### config.mk
export PLATFORM = sky130hd
export DESIGN_NAME = ife_core_scheduler
export DESIGN_NICKNAME = d
export VERILOG_FILES = /design/src/rtl/ife_pkg.sv /design/src/rtl/ife_core_picker.sv /design/src/rtl/ife_core_scheduler.sv
export SDC_FILE = /design/constraint.sdc
export NUM_CORES = 1
export LEC_CHECK = 0
export BUFFER_PORTS_ARGS = -buffer_cell sky130_fd_sc_hd__buf_2
export CAP_MARGIN = 25
export CORE_ASPECT_RATIO = 0.9
export CORE_MARGIN = 8
export CORE_UTILIZATION = 47
export CTS_CLUSTER_SIZE = 8
export DETAILED_ROUTE_END_ITERATION = 6
export PLACE_DENSITY = 0.74
export SLEW_MARGIN = 30
export SYNTH_ARGS = -nofsm -noshare
export SYNTH_HDL_FRONTEND = slang
export SYNTH_SLANG_ARGS = --single-unit
### constraint.sdc
create_clock -name i_clk -period 1.85 [get_ports i_clk]
set_input_delay 0.2775 -clock i_clk [delete_from_list [all_inputs] [get_ports i_clk]]
set_output_delay 0.2775 -clock i_clk [all_outputs]
set_load 0.03 [all_outputs]
### src/rtl/ife_pkg.sv
// Shared types, default parameters and helpers for the IFE core scheduler.
package ife_pkg;

  typedef enum logic [1:0] {
    IDLE,
    PAR_ISSUE,
    WAIT_CMT,
    SER_ISSUE
  } sched_state_e;

  localparam int unsigned DEF_BLOCK_ID_WIDTH  = 8;
  localparam int unsigned DEF_NUM_CORES       = 3;
  localparam int unsigned DEF_CORES_PER_BLOCK = 2;
  localparam int unsigned DEF_TIMEOUT_CYCLES  = 255;
  localparam int unsigned DEF_CNT_WIDTH       = 16;

  function automatic int unsigned popcount(input logic [31:0] v);
    int unsigned n;
    n = 0;
    for (int i = 0; i < 32; i++) begin
      n += {31'b0, v[i]};
    end
    return n;
  endfunction

endpackage

### src/rtl/ife_core_picker.sv
// Combinational selector of the lowest-indexed idle cores for a parallel block.
module ife_core_picker
  import ife_pkg::*;
#(
  parameter int unsigned NUM_CORES       = DEF_NUM_CORES,
  parameter int unsigned CORES_PER_BLOCK = DEF_CORES_PER_BLOCK
) (
  input  logic [NUM_CORES-1:0] i_core_busy,
  output logic [NUM_CORES-1:0] o_mask,
  output logic                 o_enough
);

  logic [NUM_CORES-1:0] w_idle;

  assign w_idle   = ~i_core_busy;
  assign o_enough = popcount(32'(w_idle)) >= CORES_PER_BLOCK;

  always_comb begin
    int unsigned w_taken;
    w_taken = 0;
    o_mask  = '0;
    for (int i = 0; i < int'(NUM_CORES); i++) begin
      if (w_idle[i] && (w_taken < CORES_PER_BLOCK)) begin
        o_mask[i] = 1'b1;
        w_taken++;
      end
    end
  end

endmodule

### src/rtl/ife_core_scheduler.sv
// Routes one block at a time to the parallel cores or the serial path, and
// re-issues it serially on a failed commit or a watchdog timeout.
module ife_core_scheduler
  import ife_pkg::*;
#(
  parameter int unsigned BLOCK_ID_WIDTH  = DEF_BLOCK_ID_WIDTH,
  parameter int unsigned NUM_CORES       = DEF_NUM_CORES,
  parameter int unsigned CORES_PER_BLOCK = DEF_CORES_PER_BLOCK,
  parameter int unsigned TIMEOUT_CYCLES  = DEF_TIMEOUT_CYCLES,
  parameter int unsigned CNT_WIDTH       = DEF_CNT_WIDTH
) (
  input  logic                      i_clk,
  input  logic                      i_rst,
  input  logic                      i_blk_valid,
  output logic                      o_blk_ready,
  input  logic [BLOCK_ID_WIDTH-1:0] i_blk_id,
  input  logic                      i_blk_safe,
  input  logic [NUM_CORES-1:0]      i_core_busy,
  output logic                      o_par_valid,
  input  logic                      i_par_ready,
  output logic [BLOCK_ID_WIDTH-1:0] o_par_block_id,
  output logic [NUM_CORES-1:0]      o_par_core_mask,
  output logic                      o_ser_valid,
  input  logic                      i_ser_ready,
  output logic [BLOCK_ID_WIDTH-1:0] o_ser_block_id,
  output logic                      o_ser_reexec,
  input  logic                      i_cmt_valid,
  input  logic [BLOCK_ID_WIDTH-1:0] i_cmt_block_id,
  input  logic                      i_cmt_ok,
  output logic                      o_timeout_pulse,
  output logic [CNT_WIDTH-1:0]      o_par_cnt,
  output logic [CNT_WIDTH-1:0]      o_fallback_cnt
);

  localparam int unsigned          TW         = $clog2(TIMEOUT_CYCLES) + 1;
  localparam logic [TW-1:0]        TIMER_LAST = TW'(TIMEOUT_CYCLES - 1);
  localparam logic [CNT_WIDTH-1:0] CNT_MAX    = '1;

  sched_state_e              r_state;
  logic [BLOCK_ID_WIDTH-1:0] r_id;
  logic [NUM_CORES-1:0]      r_mask;
  logic                      r_par_valid;
  logic                      r_ser_valid;
  logic                      r_reexec;
  logic                      r_pulse;
  logic [TW-1:0]             r_timer;
  logic [CNT_WIDTH-1:0]      r_par_cnt;
  logic [CNT_WIDTH-1:0]      r_fb_cnt;

  logic [NUM_CORES-1:0] w_pick_mask;
  logic                 w_enough;
  logic                 w_cmt_match;
  logic                 w_expire;

  ife_core_picker #(
    .NUM_CORES      (NUM_CORES),
    .CORES_PER_BLOCK(CORES_PER_BLOCK)
  ) u_picker (
    .i_core_busy(i_core_busy),
    .o_mask     (w_pick_mask),
    .o_enough   (w_enough)
  );

  assign w_cmt_match = i_cmt_valid && (i_cmt_block_id == r_id);
  assign w_expire    = (r_timer == TIMER_LAST);

  always_ff @(posedge i_clk) begin
    if (i_rst) begin
      r_state     <= IDLE;
      r_id        <= '0;
      r_mask      <= '0;
      r_par_valid <= 1'b0;
      r_ser_valid <= 1'b0;
      r_reexec    <= 1'b0;
      r_pulse     <= 1'b0;
      r_timer     <= '0;
      r_par_cnt   <= '0;
      r_fb_cnt    <= '0;
    end else begin
      r_pulse <= 1'b0;
      unique case (r_state)
        IDLE: begin
          if (i_blk_valid) begin
            r_id <= i_blk_id;
            if (i_blk_safe && w_enough) begin
              r_mask      <= w_pick_mask;
              r_par_valid <= 1'b1;
              r_state     <= PAR_ISSUE;
            end else begin
              r_reexec    <= 1'b0;
              r_ser_valid <= 1'b1;
              r_state     <= SER_ISSUE;
            end
          end
        end
        PAR_ISSUE: begin
          if (i_par_ready) begin
            r_par_valid <= 1'b0;
            r_timer     <= '0;
            r_state     <= WAIT_CMT;
          end
        end
        WAIT_CMT: begin
          r_timer <= r_timer + 1'b1;
          // A matching verdict takes priority over an expiring watchdog.
          if (w_cmt_match && i_cmt_ok) begin
            r_par_cnt <= (r_par_cnt == CNT_MAX) ? r_par_cnt : r_par_cnt + 1'b1;
            r_state   <= IDLE;
          end else if (w_cmt_match || w_expire) begin
            r_pulse     <= !w_cmt_match;
            r_fb_cnt    <= (r_fb_cnt == CNT_MAX) ? r_fb_cnt : r_fb_cnt + 1'b1;
            r_reexec    <= 1'b1;
            r_ser_valid <= 1'b1;
            r_state     <= SER_ISSUE;
          end
        end
        SER_ISSUE: begin
          if (i_ser_ready) begin
            r_ser_valid <= 1'b0;
            r_reexec    <= 1'b0;
            r_state     <= IDLE;
          end
        end
        default: r_state <= IDLE;
      endcase
    end
  end

  assign o_blk_ready     = (r_state == IDLE);
  assign o_par_valid     = r_par_valid;
  assign o_par_block_id  = r_id;
  assign o_par_core_mask = r_mask;
  assign o_ser_valid     = r_ser_valid;
  assign o_ser_block_id  = r_id;
  assign o_ser_reexec    = r_reexec;
  assign o_timeout_pulse = r_pulse;
  assign o_par_cnt       = r_par_cnt;
  assign o_fallback_cnt  = r_fb_cnt;

endmodule

Word-level counts from Yosys, hierarchy flattened
Cells that the tools add are included.

Flip-flop bits (word level): 58. Bits of input ports: 27. Output and inout port bits: 56. Word-level logic and storage cells: 87.

Add/sub/neg operators: 6. $lt $le $gt $ge: 3. Eq/ne operators: 15. Muxes and demuxes: 27. Bitwise logic cells: 6. Reduce and logical (&&, ||, !) cells: 20.

Operators with widths (number): adder 16 x 1 -> 16 bit, second input constant (2); adder 32 x 1 -> 32 bit (1); == test 16 bit, second input constant (2); >= comparator 32 x 2 -> 1 bit, second input constant (1); < comparator 32 x 2 -> 1 bit, second input constant (1); 2-to-1 mux 32 bit (1); one-hot mux 9 bit (2 select lines) (1); 2-to-1 mux 1 bit (14); 2-to-1 mux 2 bit (6); != test 2 bit, second input constant (6); AND reduction 4 bit (3); adder 9 x 1 -> 9 bit, second input constant (1); == test 9 x 8 -> 1 bit, second input constant (1); 2-to-1 mux 9 bit (1); == test 8 bit (1); one-hot mux 2 bit (4 select lines) (1); one-hot mux 1 bit (3 select lines) (2); AND reduction 3 bit (2); AND reduction 6 bit (1); logical AND 1 bit (5); NOT 1 bit (5); == test 2 bit, second input constant (2); AND reduction 2 bit (2); nonzero test 2 bit (2); 13 further kinds (13).

Logic depth before layout (Yosys ltp)
Gate-level depths: netlist of run 1.

Depth in word-level cells: 8. Depth in mapped cells: 9. Gate-level depth less buffers: 8.

Cells and area by module
A second synthesis of run 1 with hierarchy kept.

Cells, all modules: 362. Area, all modules: 2894.0 um2.

Modules (own cells, without submodules): ife_core_scheduler (instances 1, cells an instance 356, area an instance 2857.7 um2, seq. area each 1161.1 um2); ife_core_picker (instances 1, cells an instance 6, area an instance 36.3 um2, seq. area each 0.0 um2).

Worst setup path after synthesis of run 1
Ideal clock, no wire load.

Kind: flip-flop to flip-flop. From: register r_id[0], in the netlist o_par_block_id[0]. To: register r_state[0]. Setup time: 65 ps. Data arrival time: 2128 ps. Required time: 1785 ps. Slack: -343 ps. Cell stages (with the launch flop): 7. Buffers on the path: 0. Clock period less this slack: 2193 ps. Cell sequence: dfxtp_1 > xnor2_1 > nand4_1 > nor3_2 > mux2_2 > mux4_2 > nor2_1.

Word-level cells in the longest chain between the ends: 5. Elaborated cells between the ends (all ways): 8. Classes of those cells: eq/ne (2); mux (2); reduce/logical (4).

RTL lines: start, declared (RTL line ife_core_scheduler.sv:40) `logic [BLOCK_ID_WIDTH-1:0] r_id;`; start signal, assigned (RTL line ife_core_scheduler.sv:84) `r_id <= i_blk_id;`; == test 8 bit * (RTL line ife_core_scheduler.sv:64) `assign w_cmt_match = i_cmt_valid && (i_cmt_block_id == r_id);`; logical AND 1 bit * (RTL line ife_core_scheduler.sv:64); logical AND 1 bit / logical OR 1 bit (equally long branches) (RTL line ife_core_scheduler.sv:106, ife_core_scheduler.sv:109); != test 3 bit (no source line) / 2-to-1 mux 2 bit (equally long branches); AND reduction 4 bit (no source line) / one-hot mux 2 bit (4 select lines) (equally long branches); end signal, assigned (RTL line ife_core_scheduler.sv:69) `r_state <= IDLE;`; end signal, assigned (RTL line ife_core_scheduler.sv:108) `r_state <= IDLE;`; end signal, assigned (RTL line ife_core_scheduler.sv:114) `r_state <= SER_ISSUE;`; end, declared (RTL line ife_core_scheduler.sv:39) `sched_state_e r_state;`.

Mark *: on every way between the ends. The rest lies on a longest branch, timed or not. A chain may end at the register's enable or synchronous reset.

Worst setup path after layout of run 1
From: register r_id[1], in the netlist o_par_block_id[1]. To: register r_fb_cnt[13], in the netlist o_fallback_cnt[13].

Word-level cells in the longest chain between the ends: 5. Elaborated cells between the ends (all ways): 6. Classes of those cells: eq/ne (1); bitwise (1); reduce/logical (4).

RTL lines: == test 8 bit * (RTL line ife_core_scheduler.sv:64); logical AND 1 bit * (RTL line ife_core_scheduler.sv:64); logical AND 1 bit (RTL line ife_core_scheduler.sv:106) `if (w_cmt_match && i_cmt_ok) begin`; NOT 1 bit (no source line); AND reduction 4 bit (no source line) *; end signal, assigned (RTL line ife_core_scheduler.sv:111) `r_fb_cnt <= (r_fb_cnt == CNT_MAX) ? r_fb_cnt : r_fb_cnt + 1'b1;`; end, declared (RTL line ife_core_scheduler.sv:48) `logic [CNT_WIDTH-1:0] r_fb_cnt;`.

Marked as above.

==> summary.txt, run 1 <==
Async set-reset flop share out of synthesis: 0%
RSZ-0062 raised after global routing: true
Multiplexer area fraction after synthesis: 2.19%
Post-route ant nets: 0
Xor and xnor area share after synthesis: 5.41%
Initial antenna violation count: 0
Critical path's top delay family: simple AND/OR/NAND/NOR gates
Slew Limit Fails: 0
Clock latency on the worst-skew pair: 0.34 ns
Commonest cells after routing, fill and taps aside: buf_2, buf_4, dfxtp_1
Clock root buffer: clkbuf_8
Critical Path RT: 2.13 ns
Distinct cells, synth: 45
Max incr delay on CP: 0.50 ns
Cell Count, Final, Fillers Out: 576
Vias in the first global route: 3264
# setup viols final: 28
H-tree levels: 3
Cells after synthesis: 356
First-pass GRT wire length: 15100 um
Initial drt markers: 129
CP Launch Type: register
Post-route setup slack: -0.245 ns
Post-DP HPWL: 6320 um
Tmin final: 2.09 ns
Worst path bufs/invs: 2
Pwr per Cell Area: 760 nW/um2
Synth Area in Compound Gates: 16.1%
Die X: 99.0 um
WHS: 0.134 ns
Fmax: 0.477 GHz
Register bit count reported by yosys: 58
Syn Area/Cell: 8.19 um2
Synthesized-area fraction occupied by and/or/nand/nor cells: 29.4%
WL per Instance: 16.6 um
# placed instances: 545
WP data arrival: 2.37 ns
Largest family of logic cells by synthesized area: simple AND/OR/NAND/NOR gates
First-pass DRT Iterations: 5
Status: finished, violations left
Clock net sink count: 58
Num CTS Buffers: 9
DR DRC count: 0
GRT Util Overall: 20.2%
Buffers on Ports: 82
Die Area: 8980 um2
Area after DPL: 3830 um2
Mean number of vias per cell: 5.66
Hold-fix buffers at CTS: 0
Worst vdd ir: 0.000652 V
Period utilization: 113%
Worst-margin pin slew: 0.677 ns
Routed wire length: 9570 um
Fraction of layout cells with a size suffix above 1: 44.4%
Initial Util: 48.2%
Critical Path Sink Type: register
FF-to-FF Start: o_par_block_id[1]
CP max FO: 5
Io pins: 83
Max Clock Skew: 0.0107 ns
Hold Violations, Final: 0
Synth area leaders: dfxtp_1, a21oi_1, nand2_1, nor2_1, o21ai_0
Failing checks: setup timing
Commonest non-fill, non-tap cell in the layout: buf_2
Via count: 3258
Most Frequent Cell on Critical Path: buf_4
Final nets: 531
Sequential share of the synthesized area: 39.8%
Post-synth EDFFs: 0
Post-route cell area: 4410 um2
Largest net degree at the start of global routing: 35
Max Root-Sink Buffers: 2
Die Ht: 90.7 um
Clock Pin Slew Worst Setup and Hold Paths: 0.07 ns
LEAKAGE: 1.91 nW
Worst Hold Launch: i_core_busy[0]
P&R area growth vs syn: 51.4%
Core ar.: 6050 um2
Crit path cell chain: xnor2_2, nand4_1, buf_4, nor4b_4, buf_4, o21ai_4, or4_4, a21oi_2
Syn Std Cell Area: 2920 um2
Global placement routability congestion: 0.859
Critical path's slowest cell: or4_4
Kind of critical path: reg -> reg
Most used DFF post-synth: dfxtp_1
Hold Crit Class: in -> reg
Area leader, netlist: dfxtp_1
Ys Warns: 0
CTS tree: built
CP Launch Point: o_par_block_id[1]
Post-Synth Adder-Cell Area: 2.15%
Global route overflow: 0
Site Rows: 27
Mapped Nets: 388
N_diodes: 0
Final Power: 3.36 mW
Synth top area share: 39.8%
Slew headroom: 54.9%
Max_cap viols: 0
synthesized netlist by cell type, types with 2 or more instances:
| cell | count |
|---|---|
| o211ai_1 | 2 |
| buf_4 | 8 |
| nand3_1 | 19 |
| xor2_1 | 7 |
| xnor2_1 | 11 |
| mux2i_1 | 3 |
| nand4b_1 | 2 |
| a21oi_1 | 35 |
| and3_1 | 2 |
| nand4_1 | 15 |
| ha_1 | 5 |
| a31oi_1 | 2 |
| buf_2 | 2 |
| inv_1 | 6 |
| o21ai_2 | 2 |
| a211oi_1 | 3 |
| nand2_1 | 38 |
| dfxtp_1 | 58 |
| o21ai_0 | 21 |
| or3_1 | 12 |
| or4_1 | 7 |
| nor3_1 | 11 |
| and4_1 | 6 |
| o31ai_1 | 5 |
| nand2b_1 | 3 |
| a311oi_1 | 4 |
| nor2b_1 | 8 |
| nor2_1 | 34 |
| clkbuf_1 | 9 |
registers in the layout, summed over array words and instances (netlist names), 2 cells and up:
name             count
o_fallback_cnt      16
o_par_cnt           16
r_timer              9
o_par_block_id       8
o_par_core_mask      3
r_state              2
metal layers:
layer	vias to the layer above	wire length [um]	GRT usage [%]
li1	1574	-	-
met1	1545	3970	22.1
met2	116	4890	35.8
met3	23	473	5.86
met4	0	232	7.54
met5	-	0	0
report_power, final:
| part | internal, mW | switching [mW] | total (mW) | leakage (nW) |
|---|---|---|---|---|
| clock | 0.958 | 0.509 | 1.47 | 0.130 |
| combinational | 0.223 | 0.349 | 0.572 | 1.30 |
| sequential | 1.29 | 0.0321 | 1.32 | 0.477 |
| total | 2.47 | 0.890 | 3.36 | 1.91 |
cells by family after synthesis:
group	after synthesis
flip-flops	58
multiplexers	5
XOR/XNOR	18
AND/OR/NAND/NOR	163
buffers and inverters	27
adder cells (fa/ha/maj)	5
AO/OA/AOI/OAI	80
through the flow:
step | utilization, % | TNS [ns] | worst slack [ns]
floorplan | - | -0.114 | -0.0696
global placement | 63.3 | -1.22 | -0.139
detailed placement | 63.3 | -2.29 | -0.215
CTS | 69.9 | -2.23 | -0.167
global route | 73.0 | -6.15 | -0.305
finish | 73.0 | -4.22 | -0.245
worst paths after layout:
check	slack, ns	cells after the start	to
hold reg to reg	0.49	2	o_par_valid
hold / removal	0.13	2	o_par_core_mask[0]
setup reg to reg	-0.24	8	o_fallback_cnt[13]
setup / recovery	-0.24	8	o_fallback_cnt[13]
timing repair:
action                                  in CTS  in global routing
endpoints found under the setup margin      22                 33
setup buffers                               11                  5
gates cloned                                 0                  0
pin swaps                                   19                 23
resized for setup                           12                 35
layout make-up:
| type | count | area (um2) |
|---|---|---|
| multi-input cells | 271 | 1870 |
| fillers | 448 | 1630 |
| flip-flops and latches | 58 | 1190 |
| repair buffers | 153 | 981 |
| clock buffers | 13 | 191 |
| well taps | 72 | 90.1 |
| clock inverters | 3 | 65.1 |
| inverters | 6 | 22.5 |
No activity file was read; power rests on OpenSTA's default activity.
==> inputs of run 2 (changes only) <==
CORE_UTILIZATION = 52   (was 47)
HOLD_SLACK_MARGIN = 0.02   (was not set)
PLACE_DENSITY = 0.78   (was 0.74)
SYNTH_HIERARCHICAL = 1   (was not set)
clock period = 2 ns   (was 1.85 ns; I/O delays follow)
==> run 2 against run 1 <==
The run still ends with setup timing left. Sequential share of layout area rose by 1.1 points. Fmax is 2.3% lower. Flip-flop and latch count stayed put. Setup slack better by 0.10 ns. Largest cell class unchanged. Highest routed layer unchanged.
==> summary.txt, run 2 <==
Worst Hold Launch: i_blk_id[6] (was i_core_busy[0])
GRT Util Overall: 20.0% (was 20.2%)
Max_cap viols: 0 (unchanged)
Global route overflow: 0 (unchanged)
WHS: 0.179 ns (was 0.134 ns)
RSZ-0062 raised after global routing: true (unchanged)
Finished Core Util: 80.5% (was 73.0%)
Cells after synthesis: 362 (was 356)
Commonest non-fill, non-tap cell in the layout: buf_2 (unchanged)
Post-DP HPWL: 5700 um (was 6320 um)
WL per Instance: 16.7 um (was 16.6 um)
Worst vdd ir: 0.000550 V (was 0.000652 V)
Clock net sink count: 58 (unchanged)
Critical path's slowest cell: nor4_4 (was or4_4)
Clock root buffer: clkbuf_8 (unchanged)
Post-synth EDFFs: 0 (unchanged)
Register bit count reported by yosys: 58 (unchanged)
First-pass GRT wire length: 13300 um (was 15100 um)
First-pass DRT Iterations: 5 (unchanged)
Async set-reset flop share out of synthesis: 0% (unchanged)
Synth area leaders: dfxtp_1, a21oi_1, nor2_1, xnor2_1, nand2_1 (was dfxtp_1, a21oi_1, nand2_1, nor2_1, o21ai_0)
Buffers on Ports: 82 (unchanged)
Final nets: 518 (was 531)
Worst-margin pin slew: 0.626 ns (was 0.677 ns)
Kind of critical path: reg -> reg (unchanged)
Fmax: 0.466 GHz (was 0.477 GHz)
Num CTS Buffers: 9 (unchanged)
Die Area: 8210 um2 (was 8980 um2)
Failing checks: setup timing (unchanged)
Max Clock Skew: 0.00747 ns (was 0.0107 ns)
Initial Util: 54.4% (was 48.2%)
Die Ht: 86.8 um (was 90.7 um)
Critical path's top delay family: simple AND/OR/NAND/NOR gates (unchanged)
Initial antenna violation count: 0 (unchanged)
Top-count cell post-synth: dfxtp_1 (unchanged)
Distinct cells, synth: 39 (was 45)
Area leader, netlist: dfxtp_1 (unchanged)
Synth top area share: 40.1% (was 39.8%)
Mapped Nets: 394 (was 388)
Max Root-Sink Buffers: 2 (unchanged)
Sequential share of the synthesized area: 40.1% (was 39.8%)
Io pins: 83 (unchanged)
Commonest cells after routing, fill and taps aside: buf_2, nor2_1, buf_4 (was buf_2, buf_4, dfxtp_1)
FF-to-FF Start: o_fallback_cnt[0] (was o_par_block_id[1])
Site Rows: 25 (was 27)
Core ar.: 5320 um2 (was 6050 um2)
Period utilization: 107% (was 113%)
CP max FO: 7 (was 5)
Routed wire length: 9330 um (was 9570 um)
Via count: 3212 (was 3258)
Most used DFF post-synth: dfxtp_1 (unchanged)
Syn Area/Cell: 7.99 um2 (was 8.19 um2)
Crit path cell chain: ha_4, nand4_1, nor4_4, nor3_2, mux2i_2, buf_6, buf_6, mux2i_2, nor2_1 (was xnor2_2, nand4_1, buf_4, nor4b_4, buf_4, o21ai_4, or4_4, a21oi_2)
Pwr per Cell Area: 693 nW/um2 (was 760 nW/um2)
WP data arrival: 2.35 ns (was 2.37 ns)
Largest net degree at the start of global routing: 31 (was 35)
Initial drt markers: 196 (was 129)
Syn Std Cell Area: 2890 um2 (was 2920 um2)
Most frequent cells after synthesis: dfxtp_1, nor2_1, nand2_1 (was dfxtp_1, nand2_1, a21oi_1)
Worst path bufs/invs: 2 (unchanged)
# setup viols final: 15 (was 28)
Ys Warns: 6 (was 0)
Post-route ant nets: 0 (unchanged)
P&R area growth vs syn: 47.9% (was 51.4%)
Mean number of vias per cell: 5.76 (was 5.66)
Fillcell total: 339 (was 448)
H-tree levels: 3 (unchanged)
Tmin final: 2.14 ns (was 2.09 ns)
Fraction of layout cells with a size suffix above 1: 45.8% (was 44.4%)
Vias in the first global route: 2990 (was 3264)
Slew Limit Fails: 0 (unchanged)
Slew headroom: 58.3% (was 54.9%)
Die X: 94.6 um (was 99.0 um)
Clock latency on the worst-skew pair: 0.35 ns (was 0.34 ns)
Global placement routability congestion: 0.818 (was 0.859)
DR DRC count: 0 (unchanged)
CTS tree: built (unchanged)
Hold Violations, Final: 0 (unchanged)
LEAKAGE: 1.87 nW (was 1.91 nW)
Area of the multi-input gates: 1870 um2 (about the same)
Hold-fix buffers at CTS: 0 (unchanged)
Max incr delay on CP: 0.45 ns (was 0.50 ns)
Clock Pin Slew Worst Setup and Hold Paths: 0.07 ns (about the same)
CP Launch Point: o_fallback_cnt[0] (was o_par_block_id[1])
CP Launch Type: register (unchanged)
Status: finished, violations left (unchanged)
Hold Crit Class: in -> reg (unchanged)
FF+latch area: 1210 um2 (was 1190 um2)
Critical Path Sink Type: register (unchanged)
Post-route setup slack: -0.144 ns (was -0.245 ns)
Critical Path RT: 2.21 ns (was 2.13 ns)
N_diodes: 0 (unchanged)
run 2: cell types whose count changed after synthesis, sizes merged, moves of 3 or more:
cell    previous run  this run
nor3              12         7
nor2b              8         1
o21ai             24        14
and4               7         1
or4                7        11
or3               12         5
xnor2             11        18
nor4               0        10
o31ai              5         9
mux2i              3         7
nor2              34        47
nand2b             3         0
inv                6        13
run 2: cells by family (layout without fill, tap and decap cells):
family | count (synthesis) | in the layout | share of synthesized area (%)
flops | 58 | 58 | 40.1
mux | 8 | 8 | 2.94
fa+ha+maj | 5 | 5 | 2.16
compound gates | 75 | 75 | 15.4
simple gates | 156 | 156 | 26.4
xor+xnor | 23 | 23 | 6.96
buf+inv | 37 | 166 | 6.01
run 2: power breakdown:
group          switching, mW  internal [mW]  leakage [nW]
clock network          0.478          0.637         0.109
registers             0.0357           1.20         0.482
logic                  0.392          0.226          1.28
total                  0.906           2.06          1.87
run 2: worst register-to-register path: cells and delay by family (launching register included):
kind | cells | cell delay [ns]
adders and majority gates | 1 | 0.14
buffers and inverters | 2 | 0.29
and+or+nand+nor | 4 | 0.79
DFF | 1 | 0.35
muxes | 2 | 0.44
run 2: timing repair:
| action | CTS | global route |
|---|---|---|
| pin swaps | 6 | 24 |
| setup buffers | 4 | 2 |
| resized for setup | 17 | 46 |
| gates cloned | 0 | 1 |
| setup endpoints to repair | 17 | 23 |
run 2: area by class of cell:
class | count | area share [%]
inverter | 13 | 1.14
tap | 67 | 1.96
clock buffer | 11 | 3.54
multi-input combinational | 267 | 43.6
clock inverter | 5 | 1.20
sequential | 58 | 28.2
timing repair buffer | 137 | 20.3
run 2: worst paths after layout:
path	to	slack, ns	cells past startpoint
worst max-delay path	o_fallback_cnt[1]	-0.14	9
worst min-delay path	o_par_block_id[6]	0.18	3
worst max register to register	o_fallback_cnt[1]	-0.14	9
worst min register to register	r_timer[8]	0.48	1
run 2: per-layer routing:
metal / part of all wire [%] / wire length (um) / vias up / track usage [%]
met2: 51 / 4740 / 132 / 35.4
met4: 2.8 / 261 / 0 / 7.37
met5: 0 / 0 / - / 0
met1: 39 / 3660 / 1518 / 21.7
met3: 7.1 / 665 / 29 / 6.48
li1: - / - / 1533 / -
run 2: through the flow:
stage	worst slack [ns]	setup TNS [ns]	std cells	power, mW	instance area, um2
floorplan	-0.0308	-0.0628	362	1.63	2950
global placement	-0.0999	-0.688	535	1.79	3700
detailed placement	-0.157	-1.25	535	1.80	3700
CTS	-0.0904	-0.499	555	2.94	4010
global route	-0.237	-2.30	558	3.09	4280
finish	-0.144	-1.06	558	2.97	4280
==> inputs of run 3 (changes only) <==
SYNTH_HIERARCHICAL = not set   (was 1)
==> run 3 against run 2 <==
The flow still finishes with violations (setup timing). Register-to-register slack gained 0.08 ns. Fmax up 3.8%. Die area grew 0.61%. Total power down 2.2%. Largest cell class unchanged. Combinational power decreased by 20%. Global-route usage shrank 0.17 points. Flip-flop and latch count unchanged. Clock-buffer cell count unchanged. Worst hold slack worse by 0.022 ns.
==> summary.txt, run 3 (synthesized netlist as in run 1, its figures left out) <==
Slew headroom: 56.6% (was 58.3%)
RSZ-0062 raised after global routing: true (unchanged)
Hold Violations, Final: 0 (unchanged)
Final Power: 2.90 mW (was 2.97 mW)
Max_cap viols: 0 (unchanged)
Status: finished, violations left (unchanged)
Via count: 3082 (was 3212)
Worst vdd ir: 0.000412 V (was 0.000550 V)
DR DRC count: 0 (unchanged)
WHS: 0.158 ns (was 0.179 ns)
Global placement routability congestion: 0.803 (was 0.818)
H-tree levels: 3 (unchanged)
Pwr per Cell Area: 730 nW/um2 (was 693 nW/um2)
WL per Instance: 15.8 um (was 16.7 um)
Fmax: 0.484 GHz (was 0.466 GHz)
Fraction of layout cells with a size suffix above 1: 36.9% (was 45.8%)
Max Root-Sink Buffers: 2 (unchanged)
Clock root buffer: clkbuf_8 (unchanged)
Clock latency on the worst-skew pair: 0.34 ns (was 0.35 ns)
Routed wire length: 8580 um (was 9330 um)
Post-route setup slack: -0.0661 ns (was -0.144 ns)
Worst-margin pin slew: 0.644 ns (was 0.626 ns)
Io pins: 83 (unchanged)
Hold Crit Class: in -> reg (unchanged)
# setup viols final: 6 (was 15)
Failing checks: setup timing (unchanged)
Num CTS Buffers: 9 (unchanged)
Post-route ant nets: 0 (unchanged)
Global route overflow: 0 (unchanged)
Commonest non-fill, non-tap cell in the layout: buf_2 (unchanged)
Slew Limit Fails: 0 (unchanged)
Die Ht: 87.0 um (was 86.8 um)
CP max FO: 7 (unchanged)
LEAKAGE: 1.69 nW (was 1.87 nW)
CP Launch Type: register (unchanged)
First-pass GRT wire length: 13200 um (was 13300 um)
Kind of critical path: reg -> reg (unchanged)
Core ar.: 5530 um2 (was 5320 um2)
CTS tree: built (unchanged)
Max Clock Skew: 0.00923 ns (was 0.00747 ns)
Initial antenna violation count: 0 (unchanged)
Initial Util: 52.7% (was 54.4%)
Period utilization: 103% (was 107%)
Die Area: 8260 um2 (was 8210 um2)
Die X: 94.9 um (was 94.6 um)
Clock Pin Slew Worst Setup and Hold Paths: 0.07 ns (about the same)
GRT Util Overall: 19.9% (was 20.0%)
WP data arrival: 2.34 ns (was 2.35 ns)
Mean number of vias per cell: 5.67 (was 5.76)
Initial drt markers: 179 (was 196)
Buffers on Ports: 82 (unchanged)
Commonest cells after routing, fill and taps aside: buf_2, dfxtp_1, buf_4 (was buf_2, nor2_1, buf_4)
N_diodes: 0 (unchanged)
Largest net degree at the start of global routing: 31 (unchanged)
Site Rows: 26 (was 25)
Critical Path Sink Type: register (unchanged)
Tmin final: 2.07 ns (was 2.14 ns)
Critical Path RT: 2.28 ns (was 2.21 ns)
Post-DP HPWL: 5950 um (was 5700 um)
First-pass DRT Iterations: 4 (was 5)
Final nets: 501 (was 518)
Clock net sink count: 58 (unchanged)
Vias in the first global route: 2965 (was 2990)
P&R area growth vs syn: 36.4% (was 47.9%)
==> run 3: layout make-up <==
| type | instances | area (um2) |
|---|---|---|
| clock buffer | 11 | 141 |
| clock inverter | 5 | 77.6 |
| fill | 439 | 1560 |
| inverter | 6 | 22.5 |
| multi-input combinational | 271 | 1750 |
| sequential | 58 | 1170 |
| tap | 70 | 87.6 |
| timing repair buffer | 123 | 722 |
==> run 3: timing repair <==
action	in CTS	in global routing
hold buffers	0	0
pin swaps	2	14
resized for setup	2	24
endpoints found under the hold margin	0	0
buffers inserted	1	3
endpoints found under the setup margin	7	25
==> run 3: per-layer routing <==
layer,share of wire (%),wire [um],up-vias,track usage [%]
met3,6.2,535,16,6.03
met1,41,3490,1442,22.0
met5,0,0,-,0
met4,1.6,137,0,6.66
li1,-,-,1508,-
met2,51,4420,116,35.0
==> run 3: critical path, stage by stage (launching register included) <==
cell and delay [ns]:
dfxtp_2 0.35, xnor2_2 0.20, nand4_1 0.23, nor4b_4 0.34, buf_4 0.19, o21ai_4 0.08, or4_4 0.50, a21oi_2 0.13
==> run 3: through the flow <==
| stage | area [um2] | setup slack, ns | utilization, % | cells | setup TNS, ns |
|---|---|---|---|---|---|
| 5_1_grt | 3980 | -0.135 | 71.9 | 544 | -1.40 |
| 3_5_place_dp | 3590 | -0.0979 | 64.9 | 524 | -0.597 |
| 2_1_floorplan | 2930 | -0.0217 | - | 356 | -0.0217 |
| 6_report | 3980 | -0.0661 | 71.9 | 544 | -0.188 |
| 3_3_place_gp | 3590 | -0.0242 | 64.9 | 524 | -0.0517 |
| 4_1_cts | 3830 | -0.0371 | 69.2 | 541 | -0.0461 |
==> run 3: worst paths after layout <==
| check | depth (start not counted) | from | endpoint | slack [ns] |
|---|---|---|---|---|
| setup / recovery | 7 | o_par_block_id[1] | o_fallback_cnt[13] | -0.07 |
| hold / removal | 2 | i_core_busy[1] | o_par_core_mask[1] | 0.16 |
| setup reg to reg | 7 | o_par_block_id[1] | o_fallback_cnt[13] | -0.07 |
| hold reg to reg | 1 | r_timer[7] | r_timer[7] | 0.49 |
==> run 3: power breakdown <==
part | switching [mW] | internal, mW
logic | 0.303 | 0.192
clock network | 0.453 | 0.731
registers | 0.0310 | 1.19
